==> src/rtl/mcht_tx_feeder.sv <==
// Feeds host words from a small circular FIFO to a Manchester transceiver,
// one launch at a time, with a post-completion gap and a completion timeout.
module mcht_tx_feeder #(
  parameter int pMSG_LEN = 8,
  parameter int pDEPTH   = 4,
  parameter int pGAP     = 2,
  parameter int pTMO     = 255
) (
  input  logic                    CLK_25M,
  input  logic                    RST,
  input  logic                    IN_VLD,
  input  logic [pMSG_LEN-1:0]     IN_MSG,
  output logic                    IN_RDY,
  input  logic                    HALT,
  output logic                    TX_VLD,
  output logic [pMSG_LEN-1:0]     TX_MSG,
  input  logic                    TX_DNE,
  output logic [$clog2(pDEPTH):0] LVL,
  output logic                    BUSY,
  output logic                    OVF,
  output logic                    TMO
);

  localparam int AW = $clog2(pDEPTH);
  localparam int LW = AW + 1;
  localparam int TW = $clog2(pTMO + 1);
  localparam int GW = (pGAP > 1) ? $clog2(pGAP) : 1;

  typedef enum logic [1:0] {S_IDLE, S_LAUNCH, S_WAIT, S_GAP} state_t;

  state_t              state_q, state_d;
  logic [AW-1:0]       wr_ptr_q, wr_ptr_d;
  logic [AW-1:0]       rd_ptr_q, rd_ptr_d;
  logic [LW-1:0]       lvl_q, lvl_d;
  logic                tx_vld_q, tx_vld_d;
  logic [pMSG_LEN-1:0] tx_msg_q, tx_msg_d;
  logic                ovf_q, ovf_d;
  logic                tmo_q, tmo_d;
  logic [TW-1:0]       wait_cnt_q, wait_cnt_d;
  logic [GW-1:0]       gap_cnt_q, gap_cnt_d;

  logic [pMSG_LEN-1:0] mem [pDEPTH];

  logic full;
  logic empty;
  logic push;
  logic pop;

  always_comb begin
    full  = (lvl_q == LW'(pDEPTH));
    empty = (lvl_q == '0);
    push  = IN_VLD & ~full;
    // HALT only gates the decision made in IDLE; in-flight words finish normally.
    pop   = (state_q == S_IDLE) & ~empty & ~HALT;

    state_d    = state_q;
    wr_ptr_d   = wr_ptr_q;
    rd_ptr_d   = rd_ptr_q;
    lvl_d      = lvl_q;
    tx_vld_d   = 1'b0;
    tx_msg_d   = tx_msg_q;
    ovf_d      = ovf_q | (IN_VLD & full);
    tmo_d      = tmo_q;
    wait_cnt_d = wait_cnt_q;
    gap_cnt_d  = gap_cnt_q;

    if (push) begin
      wr_ptr_d = wr_ptr_q + 1'b1;
    end
    if (pop) begin
      rd_ptr_d = rd_ptr_q + 1'b1;
      tx_msg_d = mem[rd_ptr_q];
    end
    case ({push, pop})
      2'b10:   lvl_d = lvl_q + 1'b1;
      2'b01:   lvl_d = lvl_q - 1'b1;
      default: lvl_d = lvl_q;
    endcase

    case (state_q)
      S_IDLE: begin
        if (pop) begin
          state_d  = S_LAUNCH;
          tx_vld_d = 1'b1;
        end
      end
      S_LAUNCH: begin
        state_d    = S_WAIT;
        wait_cnt_d = '0;
      end
      S_WAIT: begin
        if (TX_DNE) begin
          state_d   = S_GAP;
          gap_cnt_d = '0;
        end else if (wait_cnt_q == TW'(pTMO - 1)) begin
          state_d   = S_GAP;
          gap_cnt_d = '0;
          tmo_d     = 1'b1;
        end else begin
          wait_cnt_d = wait_cnt_q + 1'b1;
        end
      end
      S_GAP: begin
        if (gap_cnt_q == GW'(pGAP - 1)) begin
          state_d = S_IDLE;
        end else begin
          gap_cnt_d = gap_cnt_q + 1'b1;
        end
      end
      default: state_d = S_IDLE;
    endcase
  end

  always_ff @(posedge CLK_25M) begin
    if (RST) begin
      state_q    <= S_IDLE;
      wr_ptr_q   <= '0;
      rd_ptr_q   <= '0;
      lvl_q      <= '0;
      tx_vld_q   <= 1'b0;
      tx_msg_q   <= '0;
      ovf_q      <= 1'b0;
      tmo_q      <= 1'b0;
      wait_cnt_q <= '0;
      gap_cnt_q  <= '0;
    end else begin
      state_q    <= state_d;
      wr_ptr_q   <= wr_ptr_d;
      rd_ptr_q   <= rd_ptr_d;
      lvl_q      <= lvl_d;
      tx_vld_q   <= tx_vld_d;
      tx_msg_q   <= tx_msg_d;
      ovf_q      <= ovf_d;
      tmo_q      <= tmo_d;
      wait_cnt_q <= wait_cnt_d;
      gap_cnt_q  <= gap_cnt_d;
    end
  end

  // Storage has no reset; stale contents are unreachable once the pointers clear.
  always_ff @(posedge CLK_25M) begin
    if (push) begin
      mem[wr_ptr_q] <= IN_MSG;
    end
  end

  assign IN_RDY = ~full;
  assign TX_VLD = tx_vld_q;
  assign TX_MSG = tx_msg_q;
  assign LVL    = lvl_q;
  assign BUSY   = (state_q != S_IDLE);
  assign OVF    = ovf_q;
  assign TMO    = tmo_q;

endmodule

==> config.mk <==
export PLATFORM = sky130hd
export DESIGN_NAME = mcht_tx_feeder
export DESIGN_NICKNAME = d
export VERILOG_FILES = /design/src/rtl/mcht_tx_feeder.sv
export SDC_FILE = /design/constraint.sdc
export NUM_CORES = 1
export LEC_CHECK = 0
export CAP_MARGIN = 20
export CORE_MARGIN = 2
export CORE_UTILIZATION = 59
export DETAILED_ROUTE_END_ITERATION = 8
export GPL_ROUTABILITY_DRIVEN = 0
export PLACE_DENSITY_LB_ADDON = 0.12
export SLEW_MARGIN = 20
export SYNTH_ARGS = -nofsm -noshare
export SYNTH_HDL_FRONTEND = slang
export SYNTH_SLANG_ARGS = --single-unit
==> constraint.sdc <==
create_clock -name CLK_25M -period 5.65 [get_ports CLK_25M]
set_input_delay 1.695 -clock CLK_25M [delete_from_list [all_inputs] [get_ports CLK_25M]]
set_output_delay 1.695 -clock CLK_25M [all_outputs]
set_load 0.01 [all_outputs]
==> results.txt <==
status = completed
largest net degree at the start of global routing = 30
synthesized cell area = 2610 um^2
WHS = 0.474 ns
Mapped Nets = 230
vias in the first global route = 1,665
leakage = 1.12 nW
H-Tree Depth = 3
Final Cell Area = 3110 um^2
area grow syn2layout = 19.3%
Synth Instances = 204
Power, Total = 1.35 mW
Worst setup EP type = register
number of diodes = 0
total gr overflow = 0
core area = 4290 um^2
minimum clock period = 3.62 ns
initial antenna violation count = 0
final core occ = 72.5%
hold buffer count at cts = 0
post-DP HPWL = 3430 um
First-pass DRT Iterations = 4
number of synthesized register bits = 61
EDFF count, synth = 32
VDD IR max = 0.273 mV
Worst-path clk slew = 0.07 ns
Combinational Power Share = 28.1%
Seq/Total Area, Yosys = 59.1%
max_slew headroom = 50.9%
Worst EP required = 5.91 ns
insertion delay to the later sink of the worst-skew pair = 0.34 ns
die area = 4970 um^2
Max Cap Viol = 0
unrepaired setup endpoints after global routing = no
synth top area cells = edfxtp_1, dfxtp_1, mux4_2
DRT antenna net count = 0
cell count after placement = 278
CTS tree = built
Rows = 24
final setup fails = 0
Hold Crit Class = register to register
postcts setup bufs = 0
syn_area_per_cell = 12.8 um^2
fin. max-slew vios = 0
first-pass GRT wire length = 8060 um
Finished Layout Cells = 294
final setup margin = 2.03 ns
GRT Resource Usage Total = 21.9%
PwrDens = 433 nW/um^2
Yosys top cell by area = edfxtp_1
1st-iter DRT viols = 123
synth warn = 0
CTS Sinks = 61
fraction of power consumed by sequential logic = 44.1%
fmax = 276 MHz
WP data arrival = 3.88 ns
internal power = 0.924 mW
Final period util = 64.1%
total CTS buffers = 9
slew at the pin with the worst max-slew slack = 0.731 ns
Ports = 29
layout cell share with drive strength beyond 1 = 14.9%
hold violation count in the final report = 0
Yosys top cell area share = 36.8%
nets@finish = 263
clock root cell = clkbuf_8
switch share = 31.5%
crit path launch type = input pin
Layout Skew = 0.00723 ns
library cells used by synthesis = 48
Die Height = 70.5 um
Die W = 70.5 um
crit-path max FO = 10
FFs w/ async S/R, synth = 0%
# DRC = 0
CP Class = input pin to register
Vias/cell = 5.76
WL per Instance = 16.6 um
final WL = 4890 um
CTS max path bufs = 2
Cell Area, Placed = 2930 um^2
Total Neg Setup Slack = 0 ns
dominant synthesized flop cell = edfxtp_1
initial core utilization = 60.8%
Clk pwr share = 27.8%
post-CTS resize count = 0
switching power summed over all nets = 0.425 mW
I/O Buffers = 28
worst slack, placed = 1.71 ns
vias after detailed routing = 1,694
[cells in the mapped netlist (2+ instances only)]
| cell type | number |
|---|---|
| nand3_1 | 4 |
| nand4b_1 | 2 |
| ha_1 | 12 |
| xnor2_1 | 2 |
| nand2b_1 | 2 |
| a21oi_1 | 17 |
| and3_1 | 6 |
| mux4_2 | 8 |
| or3_1 | 4 |
| o31ai_1 | 2 |
| o2111ai_1 | 2 |
| edfxtp_1 | 32 |
| o211ai_1 | 3 |
| clkbuf_1 | 3 |
| dfxtp_1 | 29 |
| nor2_1 | 12 |
| inv_1 | 12 |
| xor2_1 | 3 |
| nand4_1 | 2 |
| nand2_1 | 19 |
[placed cells by master, fill, tap and decap left out, types with 3 or more instances in the layout]
master / n
nor2_1: 12
a21oi_1: 17
inv_1: 12
dfxtp_1: 29
clkbuf_8: 9
or3_1: 4
xor2_1: 3
nand3_1: 4
mux4_2: 8
and3_1: 6
nand2_1: 19
edfxtp_1: 32
ha_1: 12
clkinv_2: 3
o211ai_1: 3
clkdlybuf4s50_1: 27
[power groups by stage]
stage / logic (mW) / clock network (mW) / registers (mW)
after floorplan: 0.263 / 0 / 0.583
after global placement: 0.366 / 0 / 0.601
after detailed placement: 0.381 / 0 / 0.605
after CTS: 0.383 / 0.380 / 0.596
after global routing: 0.418 / 0.400 / 0.605
final: 0.379 / 0.375 / 0.594
[state kept, by name, summed over array words and instances, names as in the netlist]
| name | cells |
|---|---|
| LVL | 3 |
| OVF | 1 |
| TMO | 1 |
| TX_MSG | 8 |
| TX_VLD | 1 |
| gap_cnt_q | 1 |
| mem | 32 |
| rd_ptr_q | 2 |
| state_q | 2 |
| wait_cnt_q | 8 |
| wr_ptr_q | 2 |
[final cells by class]
| type | instances | area (um^2) |
|---|---|---|
| Clock buffer | 10 | 128 |
| Clock inverter | 6 | 63.8 |
| Fill cell | 284 | 1180 |
| Inverter | 14 | 53.8 |
| Multi-Input combinational cell | 123 | 987 |
| Sequential cell | 61 | 1540 |
| Tap cell | 52 | 65.1 |
| Timing Repair Buffer | 28 | 275 |
[critical path, stage by stage]
cell             delay [ns]
clkdlybuf4s50_1        0.46
nand3b_4               0.24
inv_2                  0.19
ha_1                   0.22
inv_1                  0.07
fa_1                   0.38
xor2_1                 0.17
or3_1                  0.32
a21oi_1                0.15
[path summary, 6_finish.rpt]
check                           from                      to  slack (ns)  depth (start not counted)
min reg2reg   TX_MSG[6]$_SDFFE_PP0P_  TX_MSG[6]$_SDFFE_PP0P_        0.47                          2
min           TX_MSG[6]$_SDFFE_PP0P_  TX_MSG[6]$_SDFFE_PP0P_        0.47                          2
max                             HALT     LVL[2]$_SDFFE_PP0P_        2.03                          9
max reg2reg  state_q[1]$_SDFFE_PP0P_     LVL[2]$_SDFFE_PP0P_        3.15                         10
[cells by family (layout without fill, tap and decap cells)]
logic type,count (synthesis),in the layout,synth area share (%)
muxes,8,8,6.90
buffers and inverters,20,58,3.12
xor gates and xnor gates,5,5,1.68
adders and majority gates,13,13,6.52
AOI/OAI and AO/OA,36,36,9.49
DFF,61,61,59.1
and+or+nand+nor,61,61,13.2
[metal layers]
layer,routed length (um),track usage [%],part of all wire (%),up-vias
met4,140,11.5,2.9,0
met1,2200,28.9,45,821
met2,2330,32.6,48,44
met3,226,6.93,4.6,15
li1,-,-,-,814
met5,0,0,0,-
Note: power is estimated with default switching activity, not from simulation.
